$ cat src/rtl/div_clk_spi_tx_pkg.sv
// Shared definitions for the div_clk-timed SPI transmitter.
// Contents: FSM state encodings (3-bit) and the SPI mode constants (mode 0).
package div_clk_spi_tx_pkg;

    localparam int unsigned STATE_W = 3;

    typedef logic [STATE_W-1:0] state_t;

    localparam state_t ST_IDLE  = 3'd0;
    localparam state_t ST_LEAD  = 3'd1;
    localparam state_t ST_SHIFT = 3'd2;
    localparam state_t ST_TRAIL = 3'd3;
    localparam state_t ST_DONE  = 3'd4;

    // SPI mode 0: sclk idles low, data sampled on the rising edge.
    localparam logic SPI_CPOL = 1'b0;
    localparam logic SPI_CPHA = 1'b0;

endpackage

$ cat src/rtl/div_clk_spi_tx_clk_edge_det.sv
// Registered edge detector for a clock-like signal that is synchronous to
// clk_in. Reusable by any consumer of div_clk.
// Ports:
//   clk_in  - system clock
//   rst     - synchronous active-high reset
//   sig     - sampled signal (div_clk)
//   rise_c  - combinational: sig went 0->1 since the previous clk_in edge
//   fall_c  - combinational: sig went 1->0 since the previous clk_in edge
module clk_edge_det (
    input  logic clk_in,
    input  logic rst,
    input  logic sig,
    output logic rise_c,
    output logic fall_c
);

    logic sig_q;

    // Previous-cycle copy of sig.
    always_ff @(posedge clk_in) begin
        if (rst) begin
            sig_q <= 1'b0;
        end else begin
            sig_q <= sig;
        end
    end

    // Mutually exclusive by construction.
    assign rise_c = sig & ~sig_q;
    assign fall_c = ~sig & sig_q;

endmodule

$ cat src/rtl/div_clk_spi_tx.sv
// SPI mode-0 transmitter timed by the divided clock div_clk, running entirely
// in the clk_in domain. Words arrive over a valid/ready handshake and leave on
// sclk/mosi/cs_n.
// Build option: define SPI_TX_LSB_FIRST_EN to shift words out LSB first;
// otherwise MSB first. Timing and handshake are identical in both builds.
// Ports:
//   clk_in   - system clock
//   rst      - synchronous active-high reset
//   div_clk  - divided clock (synchronous to clk_in), used only as a timing reference
//   tx_data  - word to send, sampled on the accept cycle
//   tx_valid - source has a word
//   tx_ready - block can accept a word (IDLE only)
//   sclk     - SPI clock
//   mosi     - SPI serial data
//   cs_n     - active-low chip select
//   busy     - transfer in progress (any state but IDLE)
//   done     - one-cycle pulse at the end of each word
module div_clk_spi_tx #(
    parameter int unsigned DATA_W = 8,
    parameter int unsigned CNT_W  = 5
) (
    input  logic              clk_in,
    input  logic              rst,
    input  logic              div_clk,
    input  logic [DATA_W-1:0] tx_data,
    input  logic              tx_valid,
    output logic              tx_ready,
    output logic              sclk,
    output logic              mosi,
    output logic              cs_n,
    output logic              busy,
    output logic              done
);

    import div_clk_spi_tx_pkg::*;

    logic rise_c;
    logic fall_c;

    clk_edge_det u_edge_det (
        .clk_in (clk_in),
        .rst    (rst),
        .sig    (div_clk),
        .rise_c (rise_c),
        .fall_c (fall_c)
    );

    state_t              state_q,  state_nxt;
    logic [DATA_W-1:0]   shreg_q,  shreg_nxt;
    logic [CNT_W-1:0]    bit_cnt_q, bit_cnt_nxt;
    logic                sclk_nxt, mosi_nxt, cs_n_nxt, busy_nxt, done_nxt, tx_ready_nxt;

    logic                accept_c;
    logic                last_c;
    logic [DATA_W-1:0]   shreg_shift_c;
    logic                head_c;
    logic                next_head_c;

    assign accept_c = tx_valid & tx_ready;
    assign last_c   = (bit_cnt_q == CNT_W'(DATA_W - 1));

    // Bit order: head_c is the bit currently on the wire side of the register,
    // next_head_c the one that moves there after a shift.
`ifdef SPI_TX_LSB_FIRST_EN
    assign shreg_shift_c = {1'b0, shreg_q[DATA_W-1:1]};
    assign head_c        = shreg_q[0];
    assign next_head_c   = shreg_q[1];
`else
    assign shreg_shift_c = {shreg_q[DATA_W-2:0], 1'b0};
    assign head_c        = shreg_q[DATA_W-1];
    assign next_head_c   = shreg_q[DATA_W-2];
`endif

    // State and datapath registers.
    always_ff @(posedge clk_in) begin
        if (rst) begin
            state_q   <= ST_IDLE;
            shreg_q   <= '0;
            bit_cnt_q <= '0;
            sclk      <= SPI_CPOL;
            mosi      <= 1'b0;
            cs_n      <= 1'b1;
            busy      <= 1'b0;
            done      <= 1'b0;
            tx_ready  <= 1'b1;
        end else begin
            state_q   <= state_nxt;
            shreg_q   <= shreg_nxt;
            bit_cnt_q <= bit_cnt_nxt;
            sclk      <= sclk_nxt;
            mosi      <= mosi_nxt;
            cs_n      <= cs_n_nxt;
            busy      <= busy_nxt;
            done      <= done_nxt;
            tx_ready  <= tx_ready_nxt;
        end
    end

    // Next-state logic; a stuck div_clk simply leaves the FSM parked.
    always_comb begin
        state_nxt = state_q;
        case (state_q)
            ST_IDLE:  if (accept_c)          state_nxt = ST_LEAD;
            ST_LEAD:  if (fall_c)            state_nxt = ST_SHIFT;
            ST_SHIFT: if (fall_c && last_c)  state_nxt = ST_TRAIL;
            ST_TRAIL: if (rise_c)            state_nxt = ST_DONE;
            ST_DONE:                         state_nxt = ST_IDLE;
            default:                         state_nxt = ST_IDLE;
        endcase
    end

    // Next values of the registered outputs and datapath.
    always_comb begin
        shreg_nxt    = shreg_q;
        bit_cnt_nxt  = bit_cnt_q;
        sclk_nxt     = sclk;
        mosi_nxt     = mosi;
        cs_n_nxt     = cs_n;
        busy_nxt     = busy;
        done_nxt     = 1'b0;
        tx_ready_nxt = tx_ready;
        case (state_q)
            ST_IDLE: begin
                if (accept_c) begin
                    shreg_nxt    = tx_data;
                    bit_cnt_nxt  = '0;
                    cs_n_nxt     = 1'b0;
                    busy_nxt     = 1'b1;
                    tx_ready_nxt = 1'b0;
                end
            end
            ST_LEAD: begin
                // A rise here is ignored so sclk never pulses before mosi is valid.
                if (fall_c) begin
                    mosi_nxt = head_c;
                end
            end
            ST_SHIFT: begin
                if (rise_c) begin
                    sclk_nxt = 1'b1;
                end
                if (fall_c) begin
                    sclk_nxt = 1'b0;
                    if (!last_c) begin
                        shreg_nxt   = shreg_shift_c;
                        mosi_nxt    = next_head_c;
                        bit_cnt_nxt = bit_cnt_q + CNT_W'(1);
                    end
                end
            end
            ST_TRAIL: begin
                if (rise_c) begin
                    cs_n_nxt = 1'b1;
                    mosi_nxt = 1'b0;
                    done_nxt = 1'b1;
                end
            end
            ST_DONE: begin
                busy_nxt     = 1'b0;
                tx_ready_nxt = 1'b1;
            end
            default: begin
                sclk_nxt     = SPI_CPOL;
                mosi_nxt     = 1'b0;
                cs_n_nxt     = 1'b1;
                busy_nxt     = 1'b0;
                tx_ready_nxt = 1'b1;
            end
        endcase
    end

endmodule

$ cat config.mk
export PLATFORM = sky130hd
export DESIGN_NAME = div_clk_spi_tx
export DESIGN_NICKNAME = d
export VERILOG_FILES = /design/src/rtl/div_clk_spi_tx_pkg.sv /design/src/rtl/div_clk_spi_tx_clk_edge_det.sv /design/src/rtl/div_clk_spi_tx.sv
export SDC_FILE = /design/constraint.sdc
export NUM_CORES = 1
export LEC_CHECK = 0
export CORE_MARGIN = 2
export CORE_UTILIZATION = 47
export DETAILED_ROUTE_END_ITERATION = 12
export PLACE_DENSITY_LB_ADDON = 0.05
export REMOVE_ABC_BUFFERS = 1
export SLEW_MARGIN = 25
export SYNTH_ARGS = -nofsm -noshare
export SYNTH_HDL_FRONTEND = slang
export SYNTH_SLANG_ARGS = --single-unit
$ cat constraint.sdc
create_clock -name clk_in -period 1.7 [get_ports clk_in]
set_clock_uncertainty 0.05 [all_clocks]
set_input_delay 0.425 -clock clk_in [delete_from_list [all_inputs] [get_ports clk_in]]
set_output_delay 0.425 -clock clk_in [all_outputs]
set_load 0.005 [all_outputs]
==> results of run 1 <==
[per-layer routing]
layer,part of all wire [%],routed length [um],track usage [%]
met2,51,1530,41.5
met3,2.4,73,3.01
met5,0,0,0
met4,2.0,59,10.4
met1,45,1340,27.3
[area by class of cell]
| class | instances | share of cell area [%] |
|---|---|---|
| inverters | 5 | 1.13 |
| clock inverters | 1 | 0.301 |
| well taps | 30 | 2.26 |
| flip-flops and latches | 23 | 28.1 |
| multi-input cells | 104 | 46.6 |
| repair buffers | 37 | 20.3 |
| clock buffers | 3 | 1.35 |
[cells by family (layout without fill, tap and decap cells)]
logic type      Yosys count  after routing
fa+ha+maj                 3              3
flops                    23             23
simple gates             65             65
buf+inv                  14             46
mux                       2              2
compound gates           31             34
[synthesized netlist by cell type (all sizes together), types with 2 or more instances]
master | number | area share [%]
buf | 5 | 3.5
ha | 3 | 3.1
a21oi | 9 | 4.3
nor2b | 2 | 1.0
clkbuf | 4 | 1.2
nand2b | 3 | 2.8
a21o | 2 | 1.2
nand3 | 5 | 2.1
nand4 | 2 | 1.0
inv | 5 | 1.5
nor3b | 2 | 2.2
nor2 | 15 | 4.6
a311oi | 7 | 8.7
nor4 | 2 | 1.0
nand2 | 25 | 7.7
o21ai | 3 | 1.2
nor3 | 5 | 2.1
a22oi | 2 | 1.2
dfxtp | 23 | 38
[stage by stage]
stage	hold WS [ns]	std cells	power, uW	setup slack [ns]	setup TNS [ns]
after floorplan	0.393	129	716	0.0615	0
after global placement	0.409	194	810	-0.383	-5.72
after detailed placement	0.422	194	816	-0.434	-6.65
after CTS	0.437	201	1110	0.00431	0
after global routing	0.353	203	1150	0.00764	0
final	0.346	203	1100	0.0447	0
[registers in the layout (all words and copies together), names as in the netlist]
name,count
busy,1
u_edge_det.sig_q,1
done,1
tx_ready,1
mosi,1
bit_cnt_q,5
state_q,3
cs_n,1
sclk,1
shreg_q,8
[power by group through the flow]
stage	sequential [uW]	clock [uW]	combinational (uW)
final	593	266	245
after floorplan	604	0	112
after global placement	602	0	208
after detailed placement	604	0	213
after global routing	597	288	269
after CTS	593	272	241
[worst min-delay path by stage]
stage,startpoint,endpoint,cells after the start
floorplan,bit_cnt_q[4]$_SDFFE_PP0P_,bit_cnt_q[4]$_SDFFE_PP0P_,1
global placement,mosi$_SDFFE_PP0P_,mosi$_SDFFE_PP0P_,2
detailed placement,bit_cnt_q[4]$_SDFFE_PP0P_,bit_cnt_q[4]$_SDFFE_PP0P_,1
CTS,tx_ready$_SDFFE_PP1P_,tx_ready$_SDFFE_PP1P_,2
global route,div_clk,u_edge_det.sig_q$_SDFF_PP0_,3
finish,div_clk,u_edge_det.sig_q$_SDFF_PP0_,3
[repair_timing]
action	4_1_cts	5_1_grt
gates cloned	3	0
buffers inserted	0	2
setup endpoints to repair	13	15
pin swaps	3	2
resized for setup	10	9
==> run metrics, run 1 <==
most common cell after layout, fill and taps aside nand2_1; Crit path depth 1; P_int 791 uW; layout cells sized above 1 28.9%; Post-Syn Instances 138; FP Rows 18; Final Max Tran Viols 0; Inserted Clock Buffers 3; Placeable Area 0.00245 mm^2; CP arrival 1.18 ns; post-synthesis compound-gate area fraction 23.1%; CP max FO 2; multi-input logic area 774 um^2; Worst path max stage delay 0.50 ns; status complete, no violations; Max Cap Viol 0; final net count 189; Net Sw Power 314 uW; largest family of logic cells by synthesized area simple AND/OR/NAND/NOR gates; RSZ-0062 raised after global routing no; Die Y 54.8 um; DR WL/cell 14.8 um; Sw Ratio 28.4%; Final Wtd Congestion 0.787; CP delay by family, top buffers and inverters; sequential power share 53.7%; Post-DP HPWL 2.05 mm; Residual DRC 0; DR vias 1154; Max-slew headroom 72.7%; Hold Path Class in2reg; Worst Setup SP mosi$_SDFFE_PP0P_; initial antenna violation count 0; Clock Latency Late Sink 0.32 ns; total routed wirelength 3.00 mm; port bufs 17; asr flop ratio synth 0%; slew at the pin closest to its max-slew limit 0.409 ns; final worst-path cycle share 97.4%; CP Buf/Inv Count 1; Critical Path Sink mosi; Total GRT Usage 23.3%; CP Capture Type output pin; Clock Root Buffer clkbuf_4; first drt pass iteration count 4; CTS Buffer Depth 2; final hold vios 0; vias in the first global route 1105; worst-path cell chain clkdlybuf4s50_1; Ports 18; combinational group share of total power 22.2%; mux cell area share after synthesis 1.75%; Cell variety after synth 39; Power Dens Cells 664 mW/mm^2; XOR/XNOR share of the synthesized area 0%; first-pass GRT wire length 4.89 mm; # hold bufs at CTS 0; Fillers 208; WS Path Type reg2out; Post-DP Area 0.00150 mm^2; Worst R2R Setup Slack 0.11 ns; synthesized cell area 0.00121 mm^2; P&R area growth vs syn 36.9%; Worst path slowest cell clkdlybuf4s50_1; Setup Viol. Count Final 0; Final ANT Viol Nets 0; largest net degree at the start of global routing 16; mean area per synthesized cell 8.80 um^2; Clk pwr share 24.1%; clock-pin slew on the worst setup and hold paths 0.13 ns; Post-Synth Adder-Cell Area 3.09%; vias per cell 5.68; Initial Util 49.5%; minimum clock period 1.66 ns; sequential element share of the synthesized area 37.9%; ant diodes 0; VDD IR max 0.538 mV; design area 0.00166 mm^2; Yosys reg bits 23; startpoint types register; H-Tree Depth 1; FF-to-FF Start bit_cnt_q[0]$_SDFFE_PP0P_; Fmax achieved 0.604 GHz; Static Leakage 0.000649 uW; R2R cell count 6; Sink Count 23; CTS tree yes; EDFF count, synth 0; storage element area 467 um^2; final core occ 67.7%; ys flop type dfxtp_1; die area 0.00301 mm^2; synth warn 0; GR Overflow Total 0; worst path required time 1.22 ns; die width 54.8 um; Synth Area in Simple Gates 27.9%; r2r endpoint bit_cnt_q[2]$_SDFFE_PP0P_; most frequent cells in the layout nand2_1 (25), dfxtp_1 (20), buf_4 (19); Starting DRT DRC Count 10
No activity file was read; power rests on OpenSTA's default activity.
==> run 2: changes to the inputs <==
--- a/config.mk
+++ b/config.mk
@@ -5,8 +5,10 @@
 export SDC_FILE = /design/constraint.sdc
 export NUM_CORES = 1
 export LEC_CHECK = 0
+export ABC_AREA = 1
+export CORE_ASPECT_RATIO = 1.5
 export CORE_MARGIN = 2
-export CORE_UTILIZATION = 47
+export CORE_UTILIZATION = 57
 export DETAILED_ROUTE_END_ITERATION = 12
 export PLACE_DENSITY_LB_ADDON = 0.05
 export REMOVE_ABC_BUFFERS = 1
==> constraint.sdc (replaced) <==
create_clock -name clk_in -period 2 [get_ports clk_in]
set_clock_uncertainty 0.05 [all_clocks]
set_input_delay 0.5 -clock clk_in [delete_from_list [all_inputs] [get_ports clk_in]]
set_output_delay 0.5 -clock clk_in [all_outputs]
set_load 0.005 [all_outputs]
==> run 2 against run 1 <==
Clock power shrank 19%. Routed wire length decreased by 11%. Clock-buffer cell count rose by 1. Critical path type unchanged. Largest cell class unchanged. Largest power group is now combinational logic.
==> run metrics, run 2 <==
ys flop type dfxtp_1 (unchanged); slew at the pin closest to its max-slew limit 0.273 ns (was 0.409 ns); Post-DP HPWL 2.08 mm (was 2.05 mm); top flop regs shreg_q (8), bit_cnt_q (5), state_q (3) (unchanged); ant diodes 0 (unchanged); H-Tree Depth 1 (unchanged); met3 routed WL 68 um (was 73 um); Worst path slowest cell clkdlybuf4s50_1 (unchanged); initial antenna violation count 0 (unchanged); Hold Path Class reg2reg (was in2reg); Worst path max stage delay 0.52 ns (was 0.50 ns); Sink Count 23 (unchanged); Starting DRT DRC Count 43 (was 10); Hold WS 0.419 ns (was 0.346 ns); top-count cell post-synth nand2_1 (unchanged); most common cell after layout, fill and taps aside nand2_1 (unchanged); cell taking the most area after synthesis dfxtp_1 (unchanged); Residual DRC 0 (unchanged); Top reg by flops shreg_q (unchanged); Cell variety after synth 26 (was 39); VDD IR max 0.886 mV (was 0.538 mV); clock-pin slew on the worst setup and hold paths 0.12 ns (was 0.13 ns); Clock Latency Late Sink 0.31 ns (was 0.32 ns); CP arrival 1.22 ns (was 1.18 ns); P&R area growth vs syn 17.5% (was 36.9%); # resized after CTS 0 (was 10); worst-path cell chain clkdlybuf4s50_1 (unchanged); CTS Buffer Depth 2 (unchanged); final core occ 71.7% (was 67.7%); status complete, no violations (unchanged); DR vias 1191 (was 1154); minimum clock period 1.77 ns; synth top area cells dfxtp_1 (36%), nand2_1 (13%), nand3_1 (7.1%) (was dfxtp_1 (38%), a311oi_2 (8.7%), nand2_1 (7.7%)); Final Max Tran Viols 0 (unchanged); asr flop ratio synth 0% (unchanged); Synth top cells by count nand2_1 (44), dfxtp_1 (23), nand3_1 (18), nor2_1 (18), inv_1 (13) (was nand2_1 (25), dfxtp_1 (23), nor2_1 (15)); Worst R2R Setup Slack 0.32 ns (was 0.11 ns); most frequent cells in the layout nand2_1 (44), dfxtp_1 (23), nor2_1 (18), nand3_1 (18), clkdlybuf4s50_1 (17) (was nand2_1 (25), dfxtp_1 (20), buf_4 (19)); Inserted Clock Buffers 3 (unchanged); CP max FO 4 (was 2); DR WL met2 1.43 mm (was 1.53 mm); Fmax achieved 0.566 GHz; vias in the first global route 1197 (was 1105); FF-to-FF Start state_q[0]$_SDFFE_PP0P_ (was bit_cnt_q[0]$_SDFFE_PP0P_); top layer in use met4 (unchanged); Final Wtd Congestion 0.829 (was 0.787); Power Dens Cells 1380 mW/mm^2 (was 664 mW/mm^2); WS Path Type reg2out (unchanged); sequential element share of the synthesized area 36.3% (was 37.9%); Setup Buffers After CTS 0 (unchanged); final hold vios 0 (unchanged); Hold Startpoint cs_n$_SDFFE_PP1P_ (was div_clk); FP Rows 20 (was 18); CP delay by family, top buffers and inverters (unchanged); synth warn 0 (unchanged); Static Leakage 0.000650 uW (was 0.000649 uW); port bufs 17 (unchanged); DR WL/cell 12.1 um (was 14.8 um); vias per cell 5.41 (was 5.68); die width 42.5 um (was 54.8 um); Post-DP Area 0.00146 mm^2 (was 0.00150 mm^2); Die Y 61.8 um (was 54.8 um); Fillers 184 (was 208); Final ANT Viol Nets 0 (unchanged); Placeable Area 0.00208 mm^2 (was 0.00245 mm^2); Total GRT Usage 23.3% (about the same); WHS Endpoint cs_n$_SDFFE_PP1P_ (was u_edge_det.sig_q$_SDFF_PP0_); max reg flops 8 (unchanged); largest net degree at the start of global routing 15 (was 16); die area 0.00263 mm^2 (was 0.00301 mm^2); Initial Util 61.1% (was 49.5%); post-synth top area share 36.3% (was 37.9%); Ports 18 (unchanged); mean area per synthesized cell 7.21 um^2 (was 8.80 um^2); R2R cell count 8 (was 6); Setup Viol. Count Final 0 (unchanged); total routed wirelength 2.67 mm (was 3.00 mm); RSZ-0062 raised after global routing no (unchanged); CTS tree yes (unchanged); Max Cap Viol 0 (unchanged); r2r endpoint bit_cnt_q[4]$_SDFFE_PP0P_ (was bit_cnt_q[2]$_SDFFE_PP0P_); final net count 214 (was 189); EDFF count, synth 0 (unchanged); Post-Syn Instances 176 (was 138); layout cells sized above 1 19.2% (was 28.9%); first-pass GRT wire length 4.73 mm (was 4.89 mm); worst path required time 1.45 ns (was 1.22 ns); final worst-path cycle share 88.3%; CP Buf/Inv Count 1 (unchanged); synthesized cell area 0.00127 mm^2 (was 0.00121 mm^2); # hold bufs at CTS 0 (unchanged); Clock Root Buffer clkbuf_4 (unchanged); Hold Path Depth 2 (was 3); Yosys reg bits 23 (unchanged); GR Overflow Total 0 (unchanged); first drt pass iteration count 4 (unchanged); M1 WL 1.13 mm (was 1.34 mm); Max-slew headroom 81.8% (was 72.7%); CP Capture Type output pin (unchanged); startpoint types register (unchanged); design area 0.00149 mm^2 (was 0.00166 mm^2)
run 2: changes by cell type in the layout (fill, tap and decap cells not counted), moves of 8 or more:
cell,change
nand2_1,+19
inv_1,+9
nand2_2,+10
a21oi_2,+8
nand3_1,+13
buf_4,-12
run 2: final cells by class:
class | count | area (um^2) | area share, %
flip-flops and latches | 23 | 460 | 30.9
well taps | 22 | 27.5 | 1.85
multi-input cells | 131 | 691 | 46.3
clock buffers | 4 | 26.3 | 1.76
inverters | 16 | 62.6 | 4.20
repair buffers | 24 | 223 | 14.9
run 2: worst max-delay path by stage:
stage               slack [ns]  depth (start not counted)                        end             startpoint
floorplan                 0.44                          9  bit_cnt_q[4]$_SDFFE_PP0P_                div_clk
global placement         -0.05                         11  bit_cnt_q[1]$_SDFFE_PP0P_                div_clk
detailed placement       -0.08                         11  bit_cnt_q[1]$_SDFFE_PP0P_                div_clk
CTS                       0.23                          1                   tx_ready  tx_ready$_SDFFE_PP1P_
global route              0.09                         10  bit_cnt_q[4]$_SDFFE_PP0P_                div_clk
finish                    0.23                          1                   tx_ready  tx_ready$_SDFFE_PP1P_
run 2: report_power, final:
group	total (uW)	switching, uW	internal, uW	leakage [uW]
Clock	215	137	78.0	0.0000150
Sequential	696	105	590	0.000189
Combinational	1140	701	438	0.000446
run 2: cells by family (layout without fill, tap and decap cells):
family,count (synthesis),count (layout),synth area share (%)
AOI/OAI and AO/OA,26,26,13.5
adders and majority gates,3,3,2.96
buffers and inverters,22,44,9.27
DFF,23,23,36.3
and+or+nand+nor,102,102,38.0
run 2: stage by stage:
stage	worst slack, ns	power, uW	instances	TNS, ns
finish	0.234	2050	220	0
global route	0.0903	2220	220	0
CTS	0.233	2060	220	0
detailed placement	-0.0780	1840	216	-0.608
global placement	-0.0463	1810	216	-0.178
floorplan	0.441	1490	170	0
run 2: metal layers:
layer	track usage [%]	vias up
met3	2.31	5
met5	0	-
met4	13.8	0
met2	45.3	22
met1	24.4	550
li1	-	614
